## src/rtl/gear_selector.sv

```systemverilog
// gear_selector: P/R/N/D shift-lever controller with brake/standstill interlocks,
// post-shift lockout window and a sticky reject reason for the dashboard.
module gear_selector #(
   parameter int LOCK_CYCLES = 5000000
) (
   input  logic       clk,
   input  logic       rst,
   input  logic       engine_on,
   input  logic       shift_up,
   input  logic       shift_down,
   input  logic       is_brake_normal,
   input  logic       is_brake_hard,
   input  logic [7:0] speed,
   output logic [3:0] current_gear,
   output logic       shift_reject,
   output logic [1:0] reject_code,
   output logic       lockout_active
);
   localparam int CW = $clog2(LOCK_CYCLES + 1);
   localparam logic [3:0] P = 4'd3, R = 4'd6, N = 4'd9, D = 4'd12;
   localparam logic [CW-1:0] LOAD = CW'(LOCK_CYCLES);
   logic [3:0] gear_q, gear_d, next_gear;
   logic rej_q, rej_d, up_q, down_q;
   logic [1:0] code_q, code_d;
   logic [CW-1:0] cnt_q, cnt_d;
   logic up_e, dn_e, brake, stopped, legal, move, need_stop, need_brake, blocked, reject;
   always_comb begin
      up_e = shift_up & ~up_q & ~(shift_down & ~down_q);
      dn_e = shift_down & ~down_q & ~(shift_up & ~up_q);
      brake = is_brake_normal | is_brake_hard;
      stopped = speed == 8'd0;
      legal = gear_q inside {P, R, N, D};
      next_gear = up_e ? ((gear_q == P) ? R : (gear_q == R) ? N : D)
                       : ((gear_q == D) ? N : (gear_q == N) ? R : P);
      move = legal & ((up_e & gear_q != D) | (dn_e & gear_q != P));
      need_stop = dn_e & (gear_q == N | gear_q == R);
      need_brake = (up_e & gear_q == P) | (dn_e & gear_q == N);
      // a counter at 1 expires on this very edge, so a request sampled now is accepted
      blocked = cnt_q > CW'(1);
      reject = blocked | (need_stop & ~stopped) | (need_brake & ~brake);
      gear_d = legal ? gear_q : P;
      rej_d = 1'b0;
      code_d = code_q;
      cnt_d = (cnt_q != '0) ? cnt_q - CW'(1) : cnt_q;
      if (!engine_on) begin
         gear_d = P;
         cnt_d = '0;
      end else if (move && reject) begin
         rej_d = 1'b1;
         code_d = blocked ? 2'd3 : (need_stop & ~stopped) ? 2'd2 : 2'd1;
      end else if (move) begin
         gear_d = next_gear;
         cnt_d = LOAD;
      end
   end
   always_ff @(posedge clk) begin
      if (rst) begin
         gear_q <= P;
         rej_q <= 1'b0;
         code_q <= 2'd0;
         cnt_q <= '0;
         up_q <= 1'b1;
         down_q <= 1'b1;
      end else begin
         gear_q <= gear_d;
         rej_q <= rej_d;
         code_q <= code_d;
         cnt_q <= cnt_d;
         up_q <= shift_up;
         down_q <= shift_down;
      end
   end
   assign current_gear = gear_q;
   assign shift_reject = rej_q;
   assign reject_code = code_q;
   assign lockout_active = cnt_q != '0;
endmodule

```

## config.mk

```make
export PLATFORM = sky130hd
export DESIGN_NAME = gear_selector
export DESIGN_NICKNAME = d
export VERILOG_FILES = /design/src/rtl/gear_selector.sv
export SDC_FILE = /design/constraint.sdc
export NUM_CORES = 1
export LEC_CHECK = 0
export CORE_UTILIZATION = 59
export DETAILED_ROUTE_END_ITERATION = 7
export HOLD_SLACK_MARGIN = 0.05
export PLACE_DENSITY = 0.84
export SYNTH_ARGS = -nofsm -noshare
export SYNTH_HDL_FRONTEND = slang
export SYNTH_SLANG_ARGS = --single-unit
```

## constraint.sdc

```tcl
create_clock -name clk -period 4.28 [get_ports clk]
set_input_delay 0.642 -clock clk [delete_from_list [all_inputs] [get_ports clk]]
set_output_delay 0.642 -clock clk [all_outputs]
set_load 0.05 [all_outputs]
```

==> impl_metrics.ini, run 1 <==
[cts]
clk_path_buf_depth = 2
postCtsSetupBuffers = 0
cts_tree = built
numCtsBuffers = 5
clk_pin_slew_ns = 0.10
cts_sinks = 32
cts_resized = 0
cts_root_buffer = clkbuf_4
insertion_delay_ns = 0.34
hold_buffers = 0
htree_levels = 2

[logic_synthesis]
synth_common_cells = dfxtp_1 (32), nor2_1 (20), nor4_1 (10), o21ai_0 (10)
synthCells = 216
ys_top_cells_by_area = dfxtp_1 (34%), nor2_1 (4.0%), nor4_1 (3.3%)
async_flop_share = 0
syn_avg_cell_area_um2 = 8.735
synthXorXnorAreaFrac = 0.03249
synth_fa_ha_area_frac = 0.01989
synth_top_family_by_area = simple AND/OR/NAND/NOR gates
synth.most_common_cell = dfxtp_1
yosys.area_share.simple = 0.3588
yosysSeqAreaShare = 0.3395
synth-edff-count = 0
synth.net_count = 234
synth_mux_area_frac = 0.01658
yosysTopAreaCell = dfxtp_1
synth_compound_area_frac = 0.2089
ys.flop_type = dfxtp_1
synth_top_area_frac = 0.3395
netlist_area_mm2 = 0.001887
yosys_warnings = 0
synth.distinct_cells = 56
ys_seq_elements = 32

[global_route]
use_met3 = 0.05495
globalRouteMet1Util = 0.3918
antenna_found_initial = 0
grt_use_met2 = 0.3892
grt_pass1_vias = 1523
grt_overflow_total = 0
track_usage = 0.2724
grt_pass1_wl_mm = 6.975
busiest_layer = met1
grt_max_degree = 16

[sta]
worst_pin_slew_ns = 0.6930
maxSlewViolCount = 0
final.setup_skew_ns = 0.005474
rsz0062_at_grt = false
finalSetupTns_ns = 0
fin_crit_sh = 0.7965
slew_headroom = 0.5337
period_minus_slack_ns = 3.409
setup_viol = 0
fmax_ghz = 0.2933
hold_viol = 0

[floorplanning]
core_mm2 = 0.003053
io_pins = 23
rows = 20
die_h_um = 58.55
die_w_um = 58.55
initial_core_util = 0.6180
die_area_mm2 = 0.003428

[finish]
area_delta_synth_final_pct = 16.31
drive_gt1_frac = 0.1235
antenna_cells = 0
fillCellCount = 263
fin_nets = 260

[drt]
wl_per_cell_um = 14.61
drtAntennaViolNets = 0
route.detailed.drc = 0
viasPerCell = 6.136
wirelength_mm = 4.194
num_vias = 1761
first_iter_violations = 102
first_pass_iters = 4

[place]
port_buffers = 22
dp_hpwl_mm = 3.112
gp_congestion = 0.8719

[critical_path]
cp-end-kind = output pin
cp_max_fo = 8
required_ns = 3.64
critPathKind = register to output pin
crit_arrival_ns = 2.77
startpoint_type = register

[flow_run]
maxCapViolCount = 0

[outcome]
status = complete, no violations

[min_path]
worstHoldPathType = register to register
registers in the layout (all words and copies together), names as in the netlist:
signal and count:
cnt_q 23, shift_reject 1, current_gear 4, up_q 1
reject_code 2, down_q 1
layout make-up:
| class | instances | area, um^2 | area share |
|---|---|---|---|
| repair buffers | 22 | 220.2 | 0.1003 |
| multi-input cells | 176 | 1201 | 0.5473 |
| flip-flops and latches | 32 | 640.6 | 0.2919 |
| clock buffers | 8 | 58.81 | 0.02680 |
| inverters | 5 | 18.77 | 0.008552 |
| well taps | 44 | 55.05 | 0.02509 |
per-stage QoR:
stage / std cells / instance area, um^2 / utilization / setup slack (ns) / hold slack, ns
3_3_place_gp: 279 / 2136 / 0.6996 / 1.291 / 0.4564
4_1_cts: 287 / 2195 / 0.7189 / 0.8679 / 0.4841
3_5_place_dp: 279 / 2136 / 0.6996 / 1.276 / 0.4571
5_1_grt: 287 / 2195 / 0.7189 / 0.6238 / 0.5002
6_report: 287 / 2195 / 0.7189 / 0.8710 / 0.4781
2_1_floorplan: 216 / 1887 / - / 2.018 / 0.4772
routing by layer:
layer / part of all wire / vias to the layer above
met1: 0.50 / 817
met2: 0.43 / 51
met5: 0 / -
met4: 0.020 / 0
li1: - / 883
met3: 0.054 / 10
kinds of logic after synthesis:
group                    Yosys count
flip-flops                        32
buffers and inverters              8
AO/OA/AOI/OAI                     54
adder cells (fa/ha/maj)            3
XOR/XNOR                           7
AND/OR/NAND/NOR                  109
multiplexers                       3
layout by cell type, fill, tap and decap left out, types with 3 or more instances in the layout:
cell type,Yosys,layout
a211oi_1,3,3
a21oi_1,8,8
a21oi_2,3,3
and2_1,3,3
clkbuf_4,0,5
clkdlybuf4s50_1,0,22
dfxtp_1,32,32
ha_1,3,3
inv_1,5,5
nand2_1,7,7
nand2b_1,7,7
nand3_1,7,7
nand3_2,3,3
nand4_1,8,8
nor2_1,20,20
nor2b_1,6,6
nor3_1,8,8
nor4_1,10,10
o211ai_1,7,7
o21ai_0,10,10
or2_2,5,5
or3_1,7,7
or4_1,4,4
xnor2_1,3,3
xor2_1,4,4
critical path, cell delays in order, from the launching register on:
cell and delay, ns:
dfxtp_1 0.39, nor4_1 0.54, nand4_1 0.39, or2_2 0.40
clkdlybuf4s50_1 0.70
path summary, 6_finish.rpt:
check | start | to | slack, ns | depth (start not counted)
min | reject_code[1] | reject_code[1] | 0.48 | 2
min reg2reg | reject_code[1] | reject_code[1] | 0.48 | 2
max reg2reg | cnt_q[0] | cnt_q[6] | 2.11 | 6
max | cnt_q[5] | lockout_active | 0.87 | 4
Power of run 1 is left out: the tool's default activity adds up to more than one toggle a clock period on the data nets, which glitch-free logic cannot reach.
==> inputs of run 2 (changes only) <==
CORE_UTILIZATION = 55   (was 59)
PLACE_DENSITY = 0.79   (was 0.84)
clock period = 3.2 ns   (was 4.28 ns; I/O delays follow)
==> impl_metrics.ini, run 2 (synthesis gave the netlist of run 1 again) <==
[critical_path]
cp.depth = 4
cp-end-kind = output pin
crit_start = cnt_q[21]
worstReg2RegEnd = cnt_q[6]
crit_arrival_ns = 2.62
cp_cell_sequence = nor4_1 -> nand3_1 -> or2_2 -> clkdlybuf4s50_1
critPathKind = register to output pin
rrSetupSlack_ns = 1.02
critPathTopFamily = simple AND/OR/NAND/NOR gates
required_ns = 2.72
startpoint_type = register
r2r-start = cnt_q[0]
crit_buf_inv = 1
slowest_delay_ns = 0.70
rr_worst_depth = 6
cp_max_fo = 7
worst_path_max_delay_cell = clkdlybuf4s50_1
crit_path_end = lockout_active

[finish]
drive_gt1_frac = 0.1377
utilization = 0.7056
final_cell_mix = dfxtp_1 (32), clkdlybuf4s50_1 (22), nor2_1 (20), nor4_1 (10), o21ai_0 (10)
regMostFlops = cnt_q
antenna_cells = 0
final_common_cell = dfxtp_1
area_delta_synth_final_pct = 17.90
largest_register_ffs = 23
fin_nets = 264

[cts]
postCtsSetupBuffers = 0
htree_levels = 2
cts_sinks = 32
insertion_delay_ns = 0.34
clk_pin_slew_ns = 0.09
numCtsBuffers = 5
hold_buffers = 0
cts_root_buffer = clkbuf_4
clk_path_buf_depth = 2
cts_tree = built
cts_resized = 0

[drt]
num_vias = 1811
first_pass_iters = 4
viasPerCell = 6.223
wirelength_mm = 4.600
route.detailed.drc = 0
wl_per_cell_um = 15.81
first_iter_violations = 162
drtAntennaViolNets = 0

[floorplanning]
rows = 20
io_pins = 23
core_mm2 = 0.003153
die_area_mm2 = 0.003669
die_h_um = 60.57
die_w_um = 60.57
initial_core_util = 0.5984

[sta]
final.setup_skew_ns = 0.005080
fin_crit_sh = 0.9697
slew_headroom = 0.5128
fmax_ghz = 0.3223
maxSlewViolCount = 0
period_minus_slack_ns = 3.103
setup_viol = 0
finalSetupTns_ns = 0
rsz0062_at_grt = false
worst_pin_slew_ns = 0.7242
hold_viol = 0

[global_route]
grt_overflow_total = 0
grt_max_degree = 16
grt_pass1_wl_mm = 7.755
grt_pass1_vias = 1683
track_usage = 0.2871
antenna_found_initial = 0

[flow_run]
maxCapViolCount = 0

[min_path]
worstHoldPathType = register to register

[outcome]
status = complete, no violations

[place]
gp_congestion = 0.8521
port_buffers = 22
dp_hpwl_mm = 3.452
[run 2: changes by cell type in the layout (fill, tap and decap cells not counted)]
cell   change
buf_4      +4
[run 2: worst min-delay path, cell delays in order, from the launching register on]
cell and delay, ns:
dfxtp_1 0.32, o21ai_0 0.07, a21oi_1 0.06
[run 2: per-layer routing]
layer	track usage	share of wire	wire length, um	up-vias
met5	0	0	0	-
met4	0.1364	0.020	90	0
met3	0.05970	0.067	309	10
met2	0.4349	0.46	2116	56
met1	0.3913	0.45	2083	845
li1	-	-	-	900
[run 2: layout make-up]
cell class | instances | area, um^2
clock buffer | 8 | 58.81
fill | 278 | 928.4
inverter | 5 | 18.77
multi-input combinational | 176 | 1201
sequential | 32 | 640.6
tap | 44 | 55.05
timing repair buffer | 26 | 250.2
[run 2: metrics by stage]
step / cell area [um^2] / hold slack [ns] / setup slack (ns) / std cells
final: 2225 / 0.4913 / 0.09710 / 291
after global routing: 2225 / 0.5241 / 0.08334 / 291
after CTS: 2225 / 0.4892 / 0.2105 / 291
after detailed placement: 2166 / 0.4692 / 0.5972 / 283
after global placement: 2166 / 0.4560 / 0.6155 / 283
after floorplan: 1887 / 0.4772 / 1.100 / 216
[run 2: worst min-delay path by stage]
| stage | from | to | cells after the start |
|---|---|---|---|
| after floorplan | cnt_q[4] | cnt_q[4] | 2 |
| final | reject_code[1] | reject_code[1] | 2 |
| after global routing | reject_code[0] | reject_code[0] | 1 |
| after CTS | reject_code[1] | reject_code[1] | 2 |
| after global placement | reject_code[0] | reject_code[0] | 1 |
| after detailed placement | reject_code[0] | reject_code[0] | 1 |
Power of run 2 is left out for the same reason.
==> patch 1, RTL diff (config.mk and constraints of run 2) <==
Make the reset (`rst`) asynchronous in one clocked block.
--- a/src/rtl/gear_selector.sv
+++ b/src/rtl/gear_selector.sv
@@ -54,5 +54,5 @@
       end
    end
-   always_ff @(posedge clk) begin
+   always_ff @(posedge clk or posedge rst) begin
       if (rst) begin
          gear_q <= P;
Function: differs if rst is asserted again (counterexample within 4 cycles, from zero or initial values and one cycle with rst high); with rst held inactive, the same outputs for 10 cycles.
==> patch 1 against run 2 <==
Global-route usage is 2.6 points lower; count of clock-buffer cells in the layout is 1 lower; synthesized cell count is 9.3% lower; wire length is 9.6% lower; final area is 1.7% lower; sequential cell count stayed put; setup slack better by 0.38 ns; synthesized area is 2.8% lower.
==> patch 1: results (changes against run 2) <==
| Metric | Value |
|---|---|
| Crit path DAT | `2.99 ns (+0.37 ns)` |
| Via count | `1654 (-8.7%)` |
| Via/cell ratio | `6.06 (-2.6%)` |
| Cells after synthesis | `196 (-9.3%)` |
| Slowest stage delay, CP | `0.56 ns (-0.14 ns)` |
| Setup WS pre-CTS | `0.518 ns (-0.0790 ns)` |
| Status | `completed` |
| Prevailing post-synth register cell | `dfrtp_1` |
| Critical path origin | `cnt_q[11]$_DFF_PP0_` |
| Main area contributors after synthesis | `dfrtp_1, nor3_1, dfstp_2, xnor2_1, nor2_1` |
| Final wirelength | `4160 um (-9.6%)` |
| Setup Skew | `0.0177 ns (+0.0126 ns)` |
| WHS | `0.509 ns (+0.0181 ns)` |
| Clock slew at reported path FFs | `0.11 ns (+0.02 ns)` |
| Fraction of registers with async set/reset | `100% (+100 points)` |
| CP required | `3.46 ns (+0.74 ns)` |
| Seq/Total Area, Yosys | `43.9% (+10 points)` |
| Largest net degree at the start of global routing | `33 (+17)` |
| Placed cells | `265 (-6.4%)` |
| Relative slew slack | `55.7% (+4.4 points)` |
| RePlAce Congestion | `0.867 (+1.7%)` |
| Reg area | `806 um2 (+26%)` |
| Overall power | `0.00200 W` |
| Final net count | `245 (-7.2%)` |
| DRT iter0 DRCs | `49 (-70%)` |
| Filler cells | `272 (-2.2%)` |
| Reg2reg end | `current_gear[1]$_DFF_PP1_` |
| Critical path's slowest cell | `or4_4` |
==> patch 1: timing repair <==
item | 4_1_cts | 5_1_grt
endpoints found under the hold margin | 0 | 0
gates resized for setup | 0 | 1
endpoints found under the setup margin | 0 | 1
==> patch 1: final cells by class <==
cell class              instances  share of cell area, %
repair buffers                 28                   12.2
inverters                       5                  0.858
multi-input cells             156                   45.3
well taps                      44                   2.52
clock buffers                   7                   2.06
flip-flops and latches         32                   36.8
clock inverters                 1                  0.229
==> patch 1: routing by layer <==
| layer | GRT usage (%) | vias up | routed length (um) |
|---|---|---|---|
| met5 | 0 | - | 0 |
| met4 | 15.0 | 0 | 143 |
| met3 | 6.71 | 17 | 190 |
| met2 | 45.7 | 65 | 2130 |
| met1 | 28.4 | 793 | 1690 |
| li1 | - | 779 | - |
==> patch 1: kinds of logic after synthesis <==
group	Yosys count	synth area share [%]
simple gates	95	27.9
compound gates	38	13.8
flops	32	43.9
xor+xnor	17	8.12
buf+inv	8	2.11
mux	4	2.73
fa+ha+maj	2	1.36
==> patch 2, RTL diff (settings of run 2) <==
Made on the original files. Set the parameter `LOCK_CYCLES` to 10000000 (it was 5000000).
--- a/src/rtl/gear_selector.sv
+++ b/src/rtl/gear_selector.sv
@@ -2,5 +2,5 @@
 // post-shift lockout window and a sticky reject reason for the dashboard.
 module gear_selector #(
-   parameter int LOCK_CYCLES = 5000000
+   parameter int LOCK_CYCLES = 10000000
 ) (
    input  logic       clk,
Behaviour: same outputs for any inputs over 10 cycles, from zero or initial values and one cycle with rst high; that may be too few to reach the edited logic, so the function may still have changed.
==> patch 2 against run 2 <==
Global-route usage is 5.0 points lower; critical path depth up 1; synthesized area decreased by 14%; synthesized cell count down 13%; sequential cell count is 1 higher; critical path type unchanged; sequential share of layout area is 5.4 points higher; setup slack better by 0.13 ns; final area is 13% lower; core utilization down 1.2 points; maximum frequency grew 4.5%; wire length decreased by 27%.
==> patch 2: results (changes against run 2) <==
| Metric | Value |
|---|---|
| Status | `completed` |
| Reg2reg end | `cnt_q[1]$_SDFF_PP0_` |
| Synth Area in Compound Gates | `12.8% (-8.1 points)` |
| Vias in the first global route | `1323 (-21%)` |
| Max reg flops | `24 (+4.3%)` |
| Inverters, non-clock | `6 (+1)` |
| Post-synthesis mux area share | `1.23% (-0.43 points)` |
| GR Util met1 | `31.4% (-7.7 points)` |
| Buffer count excluding the clock tree in the final layout | `23 (-12%)` |
| XOR/XNOR share of the synthesized area | `11.8% (+8.6 points)` |
| Reg area | `661 um2 (+3.1%)` |
| First-pass GRT wire length | `5790 um (-25%)` |
| Commonest cells in the netlist | `dfxtp_1, nor2_1, xnor2_1, nand2_1, o21ai_0` |
| DRT iter0 DRCs | `77 (-52%)` |
| Total GRT Usage | `23.7% (-5.0 points)` |
| Reg2reg start | `cnt_q[15]$_SDFF_PP0_` |
| Syn Nets | `205 (-12%)` |
| Clk sink count | `33 (+3.1%)` |
| Setup Skew | `0.00321 ns (-0.00187 ns)` |
| Fraction of standard cell area in multi-input logic | `48.0% (-6.0 points)` |
| R2R setup slack | `0.45 ns (-0.57 ns)` |
| Number of multi-input logic gates | `146 (-17%)` |
| Critical path's slowest cell | `or4_4` |
| Top delay family on crit path | `simple AND/OR/NAND/NOR gates` |
| Critical hold path startpoint | `cnt_q[11]$_SDFF_PP0_` |
| Final net count | `232 (-12%)` |
| Met3 usage | `8.29% (+2.3 points)` |
| Main area contributors after synthesis | `dfxtp_1, xnor2_1, nor2_1, o21ai_0, nor3_1` |
| Final wirelength | `3380 um (-27%)` |
| Post-CTS resize count | `1 (+1)` |
| RePlAce Congestion | `0.902 (+5.8%)` |
| Adder-Cell Fraction of Synth Area | `1.54% (-0.45 points)` |
| Cells after synthesis | `188 (-13%)` |
| Placed cells | `239 (-16%)` |
| Clock-cell share | `2.85% (+0.21 points)` |
| Layout cell share with drive strength beyond 1 | `6.98% (-6.8 points)` |
| DP Wirelength | `2520 um (-27%)` |
| CP max FO | `5 (-2)` |
| Seq/Total Area, Yosys | `40.6% (+6.6 points)` |
| R2R depth | `7 (+1)` |
| Largest net degree at the start of global routing | `17 (+1)` |
| Distinct cell type count after synthesis | `39 (-30%)` |
| Hold endpoint | `cnt_q[11]$_SDFF_PP0_` |
| Fraction of registers with async set/reset | `0% (unchanged)` |
| Final non-clock buffer share | `11.7% (+0.49 points)` |
| Crit path DAT | `2.49 ns (-0.13 ns)` |
| Slowest stage delay, CP | `0.56 ns (-0.14 ns)` |
| WHS | `0.473 ns (-0.0182 ns)` |
## patch 2: where the power goes
part / internal, W / total (W) / switching (W) / leakage (nW)
logic: 0.000670 / 0.00154 / 0.000868 / 0.436
clock network: 0.000103 / 0.000233 / 0.000130 / 0.0314
registers: 0.000521 / 0.000620 / 0.0000992 / 0.269
total: 0.00129 / 0.00239 / 0.00110 / 0.737
## patch 2: stage by stage
stage,worst slack (ns),area [um2]
after floorplan,0.753,1630
after global placement,0.361,1880
after detailed placement,0.345,1880
after CTS,0.229,1930
after global routing,0.122,1930
final,0.230,1930
## patch 2: worst reg2reg max path, cell delays in order, from the launching register on
cell	delay, ns
dfxtp_1	0.33
or4_4	0.56
or4_1	0.54
buf_4	0.19
nor4_4	0.35
nand4_2	0.23
nand2_2	0.34
a211oi_1	0.09
## patch 2: per-layer routing
layer  part of all wire (%)  vias up
met2                     45       36
li1                       -      719
met3                    4.4        3
met5                      0        -
met4                   0.65        0
met1                     50      650
